==> src/rtl/ram_arb_pkg.sv <==
// ram_arb_pkg: shared state encoding, requester indices and width defaults for the port-B arbiter.
package ram_arb_pkg;
    typedef enum logic [1:0] {IDLE = 2'd0, OWN0 = 2'd1, OWN1 = 2'd2} arb_state_e;
    localparam int REQ_DISP = 0;
    localparam int REQ_IO = 1;
    localparam int DATA_WIDTH_DEF = 16;
    localparam int ADDR_WIDTH_DEF = 10;
    function automatic logic [7:0] sat_inc(input logic [7:0] v);
        return v == 8'hFF ? v : v + 8'd1;
    endfunction
endpackage

==> src/rtl/ram_port_arbiter_if.sv <==
// ram_port_arbiter_if: requester handshakes plus the RAM port-B bus.
interface ram_port_arbiter_if #(
    parameter int DATA_WIDTH = ram_arb_pkg::DATA_WIDTH_DEF,
    parameter int ADDR_WIDTH = ram_arb_pkg::ADDR_WIDTH_DEF
);
    logic                  req0, req1, we0, we1;
    logic [ADDR_WIDTH-1:0] addr0, addr1;
    logic [DATA_WIDTH-1:0] wdata0, wdata1;
    logic                  gnt0, gnt1, rvalid0, rvalid1;
    logic [DATA_WIDTH-1:0] rdata;
    logic [ADDR_WIDTH-1:0] ram_addr_b;
    logic [DATA_WIDTH-1:0] ram_data_b, ram_q_b;
    logic                  ram_we_b;
    modport master (
        output req0, req1, we0, we1, addr0, addr1, wdata0, wdata1, ram_q_b,
        input  gnt0, gnt1, rvalid0, rvalid1, rdata, ram_addr_b, ram_data_b, ram_we_b
    );
    modport slave (
        input  req0, req1, we0, we1, addr0, addr1, wdata0, wdata1, ram_q_b,
        output gnt0, gnt1, rvalid0, rvalid1, rdata, ram_addr_b, ram_data_b, ram_we_b
    );
endinterface

==> src/rtl/rr_grant2.sv <==
// rr_grant2: combinational two-way round-robin grant with a bounded burst per owner.
module rr_grant2 import ram_arb_pkg::*; #(
    parameter int BURST_MAX = 8
) (
    input  arb_state_e state,
    input  logic       req0,
    input  logic       req1,
    input  logic       last_owner,
    input  logic [7:0] burst_cnt,
    output logic       gnt0,
    output logic       gnt1
);
    localparam logic [7:0] LIMIT = 8'(BURST_MAX - 1);
    logic keep0, keep1;
    // The owner keeps the port until it drops req or exhausts its burst while the other waits.
    assign keep0 = req0 && (!req1 || burst_cnt < LIMIT);
    assign keep1 = req1 && (!req0 || burst_cnt < LIMIT);
    always_comb begin
        gnt0 = state == OWN0 ? keep0 : state == OWN1 ? !keep1 && req0 : req0 && (!req1 || last_owner);
        gnt1 = state == OWN1 ? keep1 : state == OWN0 ? !keep0 && req1 : req1 && (!req0 || !last_owner);
    end
endmodule

==> src/rtl/ram_port_arbiter.sv <==
// ram_port_arbiter: shares RAM port B between display fetch (0) and I/O-DMA (1).
// Define RAM_ARB_ADDR_GUARD_EN to block accesses to the unpopulated upper bank and add guard_err.
module ram_port_arbiter import ram_arb_pkg::*; #(
    parameter int DATA_WIDTH = DATA_WIDTH_DEF,
    parameter int ADDR_WIDTH = ADDR_WIDTH_DEF,
    parameter int BURST_MAX = 8
) (
    input logic clk,
    input logic reset,
    ram_port_arbiter_if.slave bus
`ifdef RAM_ARB_ADDR_GUARD_EN
    , output logic guard_err
`endif
);
    arb_state_e            state, state_d;
    logic [7:0]            burst_cnt, burst_cnt_d;
    logic                  last_owner, last_owner_d;
    logic                  g0, g1, gnt0, gnt1, any, g_we, blk, rv, rd_owner;
    logic [ADDR_WIDTH-1:0] g_addr, addr_q;
    logic [DATA_WIDTH-1:0] g_data;

    rr_grant2 #(.BURST_MAX(BURST_MAX)) u_grant (
        .state(state),
        .req0(bus.req0),
        .req1(bus.req1),
        .last_owner(last_owner),
        .burst_cnt(burst_cnt),
        .gnt0(g0),
        .gnt1(g1)
    );

    // Grants are forced low for as long as reset is held.
    assign gnt0 = g0 & reset;
    assign gnt1 = g1 & reset;
    assign any = gnt0 | gnt1;

    always_ff @(posedge clk or negedge reset) begin
        if (!reset) begin
            state <= IDLE;
            burst_cnt <= 8'd0;
            last_owner <= 1'b1;
        end else begin
            state <= state_d;
            burst_cnt <= burst_cnt_d;
            last_owner <= last_owner_d;
        end
    end

    always_comb begin
        state_d = gnt0 ? OWN0 : gnt1 ? OWN1 : IDLE;
        burst_cnt_d = state_d != IDLE && state_d == state ? sat_inc(burst_cnt) : 8'd0;
        last_owner_d = gnt0 ? 1'(REQ_DISP) : gnt1 ? 1'(REQ_IO) : last_owner;
    end

    always_comb begin
        g_addr = gnt1 ? bus.addr1 : bus.addr0;
        g_data = gnt1 ? bus.wdata1 : bus.wdata0;
        g_we = gnt1 ? bus.we1 : bus.we0;
    end

`ifdef RAM_ARB_ADDR_GUARD_EN
    logic rd_guard;
    assign blk = any & g_addr[ADDR_WIDTH-1];
    always_ff @(posedge clk or negedge reset) begin
        if (!reset) begin
            rd_guard <= 1'b0;
            guard_err <= 1'b0;
        end else begin
            rd_guard <= blk & ~g_we;
            guard_err <= blk;
        end
    end
    assign bus.rdata = rd_guard ? '0 : bus.ram_q_b;
`else
    assign blk = 1'b0;
    assign bus.rdata = bus.ram_q_b;
`endif

    always_ff @(posedge clk or negedge reset) begin
        if (!reset) begin
            rv <= 1'b0;
            rd_owner <= 1'b0;
            addr_q <= '0;
        end else begin
            rv <= any & ~g_we;
            rd_owner <= gnt1;
            addr_q <= any ? g_addr : addr_q;
        end
    end

    assign bus.gnt0 = gnt0;
    assign bus.gnt1 = gnt1;
    assign bus.rvalid0 = rv & ~rd_owner;
    assign bus.rvalid1 = rv & rd_owner;
    assign bus.ram_addr_b = any ? g_addr : addr_q;
    assign bus.ram_data_b = any ? g_data : '0;
    assign bus.ram_we_b = any & g_we & ~blk;
endmodule

==> src/flat_wrapper.sv <==
// flat-port wrapper written by rule: the top's interface ports become plain ports
module ram_port_arbiter_flat import ram_arb_pkg::*;
#(
    parameter int DATA_WIDTH = DATA_WIDTH_DEF,
    parameter int ADDR_WIDTH = ADDR_WIDTH_DEF,
    parameter int BURST_MAX = 8
)
  (clk, reset, bus_req0, bus_req1, bus_we0, bus_we1, bus_addr0, bus_addr1, bus_wdata0, bus_wdata1, bus_ram_q_b, bus_gnt0, bus_gnt1, bus_rvalid0, bus_rvalid1, bus_rdata, bus_ram_addr_b, bus_ram_data_b, bus_ram_we_b);
  ram_port_arbiter_if #(.DATA_WIDTH(DATA_WIDTH), .ADDR_WIDTH(ADDR_WIDTH)) bus_i ();
  input logic clk;
  input logic reset;
  input wire logic [$bits(bus_i.req0)-1:0] bus_req0;
  input wire logic [$bits(bus_i.req1)-1:0] bus_req1;
  input wire logic [$bits(bus_i.we0)-1:0] bus_we0;
  input wire logic [$bits(bus_i.we1)-1:0] bus_we1;
  input wire logic [$bits(bus_i.addr0)-1:0] bus_addr0;
  input wire logic [$bits(bus_i.addr1)-1:0] bus_addr1;
  input wire logic [$bits(bus_i.wdata0)-1:0] bus_wdata0;
  input wire logic [$bits(bus_i.wdata1)-1:0] bus_wdata1;
  input wire logic [$bits(bus_i.ram_q_b)-1:0] bus_ram_q_b;
  output wire logic [$bits(bus_i.gnt0)-1:0] bus_gnt0;
  output wire logic [$bits(bus_i.gnt1)-1:0] bus_gnt1;
  output wire logic [$bits(bus_i.rvalid0)-1:0] bus_rvalid0;
  output wire logic [$bits(bus_i.rvalid1)-1:0] bus_rvalid1;
  output wire logic [$bits(bus_i.rdata)-1:0] bus_rdata;
  output wire logic [$bits(bus_i.ram_addr_b)-1:0] bus_ram_addr_b;
  output wire logic [$bits(bus_i.ram_data_b)-1:0] bus_ram_data_b;
  output wire logic [$bits(bus_i.ram_we_b)-1:0] bus_ram_we_b;
  assign bus_i.req0 = bus_req0;
  assign bus_i.req1 = bus_req1;
  assign bus_i.we0 = bus_we0;
  assign bus_i.we1 = bus_we1;
  assign bus_i.addr0 = bus_addr0;
  assign bus_i.addr1 = bus_addr1;
  assign bus_i.wdata0 = bus_wdata0;
  assign bus_i.wdata1 = bus_wdata1;
  assign bus_i.ram_q_b = bus_ram_q_b;
  assign bus_gnt0 = bus_i.gnt0;
  assign bus_gnt1 = bus_i.gnt1;
  assign bus_rvalid0 = bus_i.rvalid0;
  assign bus_rvalid1 = bus_i.rvalid1;
  assign bus_rdata = bus_i.rdata;
  assign bus_ram_addr_b = bus_i.ram_addr_b;
  assign bus_ram_data_b = bus_i.ram_data_b;
  assign bus_ram_we_b = bus_i.ram_we_b;
  ram_port_arbiter #(.DATA_WIDTH(DATA_WIDTH), .ADDR_WIDTH(ADDR_WIDTH), .BURST_MAX(BURST_MAX)) u_core (.clk(clk), .reset(reset), .bus(bus_i));
endmodule
==> config.mk <==
export PLATFORM = sky130hd
export DESIGN_NAME = ram_port_arbiter_flat
export DESIGN_NICKNAME = d
export VERILOG_FILES = /design/src/rtl/ram_arb_pkg.sv /design/src/rtl/ram_port_arbiter_if.sv /design/src/rtl/rr_grant2.sv /design/src/rtl/ram_port_arbiter.sv /design/src/flat_wrapper.sv
export SDC_FILE = /design/constraint.sdc
export NUM_CORES = 1
export LEC_CHECK = 0
export ABC_AREA = 0
export BUFFER_PORTS_ARGS = -buffer_cell sky130_fd_sc_hd__buf_2
export CAP_MARGIN = 20
export CORE_MARGIN = 4
export CORE_UTILIZATION = 36
export CTS_CLUSTER_SIZE = 10
export DETAILED_ROUTE_END_ITERATION = 12
export GPL_TIMING_DRIVEN = 0
export MAX_ROUTING_LAYER = met4
export PLACE_DENSITY = 0.79
export SLEW_MARGIN = 20
export SYNTH_ARGS = -nofsm -noshare
export SYNTH_HDL_FRONTEND = slang
export SYNTH_SLANG_ARGS = --single-unit
==> constraint.sdc <==
create_clock -name clk -period 1.8 [get_ports clk]
set_input_delay 0 -clock clk [delete_from_list [all_inputs] [get_ports clk]]
set_output_delay 0 -clock clk [all_outputs]
set_load 0.1 [all_outputs]
-- Yosys cells after proc, flatten, opt, wreduce, memory -nomap -nowiden
Index checks and enable logic that the tools add are counted.
- add/subtract/negate cells: 1
- order comparisons: 1
- eq/ne operators: 5
- mux-type cells: 15
- bitwise gates (word level): 9
- reduce and logical (&&, ||, !) cells: 18
- operators with widths (kind ; count):
    two-way mux 16 bit ; 2
    two-way mux 10 bit ; 2
    two-way mux 8 bit ; 2
    adder 8 x 1 -> 8 bit, second input constant ; 1
    == test 8 bit, second input constant ; 1
    < comparator 8 x 3 -> 1 bit, second input constant ; 1
    logical AND 1 bit ; 7
    two-way mux 1 bit ; 7
    bitwise AND 1 bit ; 6
    zero test 1 bit ; 5
    logical OR 1 bit ; 4
    two-way mux 2 bit ; 2
    nonzero test 2 bit ; 2
    == test 2 x 1 -> 1 bit, second input constant ; 1
    == test 2 bit ; 1
    == test 2 bit, second input constant ; 1
    != test 2 bit, second input constant ; 1
    inverter 1 bit ; 2
    bitwise OR 1 bit ; 1
- register bits: 23
- bits of input ports: 74
- output and inout bits: 47
- word-level logic and storage cells: 55

-- Longest topological paths before layout
- depth in word-level cells: 13
- mapped depth: 8

-- Cells and area by module
Synthesis repeated with hierarchy kept, for this count alone.
- cell total of the unflattened synthesis: 165
- area, all modules: 1529.0 um^2
- by module, submodules not included (module ; times used ; cells an instance ; area an instance (um^2) ; sequential area each (um^2)):
    ram_port_arbiter ; 1 ; 145 ; 1402.6 ; 576.8
    rr_grant2 ; 1 ; 20 ; 126.4 ; 0.0

-- Worst setup path before layout
Ideal clock, no wire load.
- kind: register to register
- start: register u_core.burst_cnt[0]
- end: register u_core.addr_q[7]
- setup time: 365 ps
- data arrival time: 3758 ps
- required time: 1435 ps
- path slack: -2323 ps
- stages on the path, launching flop included: 8
- clock period less this slack: 4123 ps
- path through: dfrtp_1 -> ha_1 -> a211oi_1 -> nand4_1 -> nand3_2 -> inv_2 -> buf_4 -> o311ai_1
- cells in the longest elaborated chain, start to end: 10
- elaborated cells on any way between the ends: 18
- RTL lines (element ; RTL line ; RTL):
    from (decl) ; ram_port_arbiter.sv:16 ; logic [7:0] burst_cnt, burst_cnt_d;
    from (signal assigned) ; ram_port_arbiter.sv:44 ; burst_cnt <= burst_cnt_d;
    < comparator 8 x 3 -> 1 bit (*) ; rr_grant2.sv:16, rr_grant2.sv:17 ;
    logical OR 1 bit, on equally long branches ; rr_grant2.sv:16, rr_grant2.sv:17 ;
    logical AND 1 bit, on equally long branches ; rr_grant2.sv:16, rr_grant2.sv:17 ;
    zero test 1 bit, on equally long branches ; rr_grant2.sv:20, rr_grant2.sv:19 ;
    logical AND 1 bit, on equally long branches ; rr_grant2.sv:20, rr_grant2.sv:19 ;
    two-way mux 1 bit, on equally long branches (2 in a row) ; rr_grant2.sv:20, rr_grant2.sv:19 ;
    bitwise AND 1 bit, on equally long branches ; ram_port_arbiter.sv:34, ram_port_arbiter.sv:33 ;
    two-way mux 10 bit / bitwise OR 1 bit (equally long branches) ; ram_port_arbiter.sv:56, ram_port_arbiter.sv:35 ;
    two-way mux 10 bit (*) ; - ;
    named net bus_ram_addr_b[7] ; flat_wrapper.sv:26 ; output wire logic [$bits(bus_i.ram_addr_b)-1:0] bus_ram_addr_b;
    to (signal assigned) ; ram_port_arbiter.sv:87 ; addr_q <= any ? g_addr : addr_q;
    to (decl) ; ram_port_arbiter.sv:19 ; logic [ADDR_WIDTH-1:0] g_addr, addr_q;
Mark *: on every way through the listed nets, which the timed path passes. The rest lies on a longest branch.
A chain may end at the register's enable or synchronous reset.

-- Worst setup path in the final report
- start: register u_core.burst_cnt[0]
- end: output bus_ram_addr_b[5]
- cells in the longest elaborated chain, start to end: 10
- elaborated cells on any way between the ends: 18
- RTL lines (element ; RTL line):
    < comparator 8 x 3 -> 1 bit (*) ; rr_grant2.sv:16, rr_grant2.sv:17
    logical OR 1 bit, on equally long branches ; rr_grant2.sv:16, rr_grant2.sv:17
    logical AND 1 bit, on equally long branches ; rr_grant2.sv:16, rr_grant2.sv:17
    zero test 1 bit, on equally long branches ; rr_grant2.sv:20, rr_grant2.sv:19
    logical AND 1 bit, on equally long branches ; rr_grant2.sv:20, rr_grant2.sv:19
    two-way mux 1 bit, on equally long branches (2 in a row) ; rr_grant2.sv:20, rr_grant2.sv:19
    bitwise AND 1 bit, on equally long branches ; ram_port_arbiter.sv:34, ram_port_arbiter.sv:33
    two-way mux 10 bit / bitwise OR 1 bit (equally long branches) ; ram_port_arbiter.sv:56, ram_port_arbiter.sv:35
    two-way mux 10 bit (*) ; -
    to (decl) ; flat_wrapper.sv:26
Mark *: on every way between the ends. The rest lies on a longest branch, timed or not.

==> reports/metrics.sh <==
PATH_CELLS='ha_4 > a211oi_4 > nand3_2 > nand3_2 > inv_4 > buf_12 > buf_4 > o311ai_4 > buf_12'
FIN_TOTAL_PWR_W=0.002877
SYNTHESIS.AREA_UM2=1580
CTS_TREE='yes'
ROUTE.DETAILED.DRC=0
POWERDENSITY_nW_PER_UM2=865.7
ROOT_BUFFER='clkbuf_8'
STATIC-LEAKAGE-POWER_nW=1.534
SYNTH_TOP_CELLS_BY_AREA='dfrtp_1, a22o_1, nand4_1, buf_4, o311ai_1'
PATH_CLK_SLEW_NS=0.08
ROUTE.DETAILED.WL_PER_INST_UM=19.72
VIA_COUNT=2056
SETUP-VIOLATIONS-FINAL=50
MAPPEDNETLISTNETS=244
CTS-HTREE-LEVELS=1
P_COMB_FRAC=0.669
SYNTH-MAIN-FF-CELL='dfrtp_1'
SYNTH_TOP_CELL_BY_AREA='dfrtp_1'
SETUP.WORST_PATH.END_CLASS='output pin'
LAYOUT_STAGE_AREA_GROWTH_OVER_THE_SYNTHESIS_RESULT_PCT=110.3
MOSTFREQUENTLAYOUTCELL='buf_2'
YS.WARNINGS.COUNT=0
MULTIINPUTGATEAREA_UM2=1101
FINAL_NETS=379
SWITCHING_SHARE=0.4982
SYNTH_CELL_TYPES=43
WORST_CLOCK_SKEW_NS=0.003687
CP_DATA_REQUIRED_TIME_NS=1.80
CRITPATHARRIVALTIME_NS=2.35
INITIAL_CORE_UTIL=0.3840
SYNTH_TOP_AREA_SHARE=0.3484
PORT-BUFFER-COUNT=104
NETLIST_INSTANCES=169
GLOBALPLACE.CONGESTION=0.7956
RELATIVE_CONTRIBUTION_OF_THE_CLOCK_NETWORK_TO_TOTAL_POWER=0.118
GRT_PASS1_VIAS=2079
HOLD_PATH_CLASS='in2reg'
AREA.SEQUENTIAL_UM2=578.1
REGISTER_SHARE_OF_TOTAL_POWER=0.213
MAX_FREQ_GHz=0.4251
SETUP_REPAIR_AFTER_GLOBAL_ROUTING_MISSED_ITS_MARGIN='true'
DETAIL_ROUTE.WIRELENGTH_MM=6.960
FILLERINSTANCES=216
REPORT.FINAL.HOLD_VIOL_COUNT=0
GRT_USAGE=0.2380
SYN_AVG_CELL_AREA_UM2=9.351
YOSYSSEQAREASHARE=0.3650
MAXSLEWVIOLCOUNT=0
SETUP-TNS-FINAL_NS=-17.89
SETUP.WORST_PATH.START_CLASS='flop'
POST-ROUTE-WORST-SETUP-SLACK_NS=-0.5522
OVERFLOW=0
WORST_PATH_MAX_DELAY_CELL='dfrtp_1'
DRV.MAX_CAP_VIOLATION_COUNT=0
ANTENNA_FOUND_INITIAL=0
VIAS_PER_CELL=5.824
CLOCK_TREE.BUFFER_DEPTH=2
DPL.HPWL_MM=3.950
DIE_HEIGHT_UM=74.26
SETUP.WORST_PATH.CLASS='reg2out'
STATUS='complete, but fails checks'
CRITPATHMAXFANOUT=6
SLEW-LIMIT-HEADROOM=0.3419
SYNTH_EDF_COUNT=0
CLOCK_LATENCY_NS=0.28
WORST-SLEW-PIN-TRANSITION_NS=0.9839
GRT_START_MAX_NET_PINS=23
POSTSYNTH.ASYNCRESETSHARE=1.000
CRITICAL_PATH.MAX_STAGE_DELAY_NS=0.42
FIRSTDRTPASSITERS=4
MOST-COMMON-LAYOUT-CELLS='buf_2, buf_4, buf_12, nand4_1, dfrtp_1'
POST_SYNTHESIS_REGISTER_BIT_COUNT=23
IO_PINS=121
INSERTEDDIODECOUNT=0
FLOORPLAN.CORE_AREA_UM2=4115
NUM_ROWS=23
TOTAL_INTERNAL_POWER_W=0.001444
CLOCK_BUFFER_COUNT_FROM_CTS=3
TRITONCTS_SINKS=23
DRT.ANTENNA.VIOLATING_NETS=0
DRIVE_ABOVE_1_SHARE=0.6700
DIE_W_UM=74.26
FINALCRITPERIODSHARE=1.307
DR.FIRST_ITER.DRC_COUNT=250
NET-SWITCHING-POWER_W=0.001433
IRDROPWORSTVDD_V=0.0004762
DIE_AREA_UM2=5514
GRT_PASS1_WL_MM=9.770
VIOLATIONS_IN_THE_FINAL_REPORTS='negative setup slack'
FIN_CRIT_PERIOD_NS=2.352
==> final timing paths <==
check / from / endpoint / slack (ns) / depth (start not counted)
max in group asynchronous: reset / u_core.burst_cnt[5] / 0.61 / 2
worst max-delay path: u_core.burst_cnt[0] / bus_ram_addr_b[5] / -0.55 / 9
worst min register to register: u_core.last_owner / u_core.last_owner / 0.50 / 2
worst max register to register: u_core.burst_cnt[0] / u_core.addr_q[6] / -0.33 / 9
min in group asynchronous: reset / u_core.last_owner / 0.33 / 2
worst min-delay path: reset / u_core.burst_cnt[1] / 0.05 / 2
==> flip-flops by register name, indices dropped and copies added, names as in the netlist <==
signal	count
u_core.rv	1
u_core.state	2
u_core.burst_cnt	8
u_core.rd_owner	1
u_core.addr_q	10
u_core.last_owner	1
==> kinds of logic (layout without fill, tap and decap cells) <==
group                      count (synthesis)  in the layout  share of synthesized area
and+or+nand+nor                           52             52                     0.2066
AOI/OAI and AO/OA                         46             46                     0.2328
buffers and inverters                     43            177                     0.1639
DFF                                       23             23                     0.3650
xor gates and xnor gates                   2              2                    0.01109
muxes                                      2              2                    0.01267
adders and majority gates                  1              1                   0.007916
==> power groups by stage <==
stage / registers (W) / logic [W] / clock network, W
6_report: 0.000614 / 0.00192 / 0.000338
5_1_grt: 0.000616 / 0.00197 / 0.000359
4_1_cts: 0.000606 / 0.00184 / 0.000332
3_5_place_dp: 0.000616 / 0.00145 / 0
3_3_place_gp: 0.000612 / 0.00143 / 0
2_1_floorplan: 0.000611 / 0.00123 / 0
==> area by class of cell <==
| class | count | area share |
|---|---|---|
| clock buffer | 3 | 0.01242 |
| inverter | 15 | 0.02071 |
| sequential | 23 | 0.1739 |
| clock inverter | 1 | 0.001506 |
| timing repair buffer | 130 | 0.3663 |
| multi-input combinational | 103 | 0.3313 |
| tap | 50 | 0.01883 |
| buffer | 28 | 0.07492 |
==> Yosys cell counts (3+ instances only) <==
cell and instances:
dfrtp_1 22, nand4_1 22, buf_4 18, a22o_1 17
inv_1 13, o311ai_1 10, nand2_1 5, clkbuf_1 4
nand3_1 4, a211oi_1 3, buf_2 3, nor3_1 3
nor3b_1 3, o21ai_0 3
==> worst max-delay path, delay by kind of cell, from the launching register on <==
| family | cells | cell delay, ns |
|---|---|---|
| compound gates | 2 | 0.58 |
| buf+inv | 4 | 0.56 |
| flops | 1 | 0.42 |
| simple gates | 2 | 0.30 |
| fa+ha+maj | 1 | 0.20 |
==> routing by layer <==
| metal | global-route usage | part of all wire |
|---|---|---|
| met1 | 0.2600 | 0.34 |
| met2 | 0.4301 | 0.53 |
| met3 | 0.04189 | 0.11 |
| met4 | 0.08696 | 0.023 |
| met5 | - | 0 |
==> stage by stage <==
step | instance area (um^2) | cells | setup slack, ns | utilization | hold WS, ns
2_1_floorplan | 1891 | 169 | -0.6481 | - | -0.2956
3_3_place_gp | 2474 | 323 | -0.4835 | 0.6011 | 0.02026
3_5_place_dp | 2474 | 323 | -0.5252 | 0.6011 | 0.02344
4_1_cts | 3132 | 343 | -0.4082 | 0.7610 | 0.05350
5_1_grt | 3323 | 353 | -0.5928 | 0.8075 | 0.05638
6_report | 3323 | 353 | -0.5522 | 0.8075 | 0.05270
==> timing repair <==
action,CTS,global route
hold buffers,4,0
gates cloned,1,1
setup endpoints to repair,44,50
resized for setup,125,18
buffers inserted,11,9
pin swaps,13,8
hold endpoints to repair,23,0
Power figures use the tool's default switching activity.
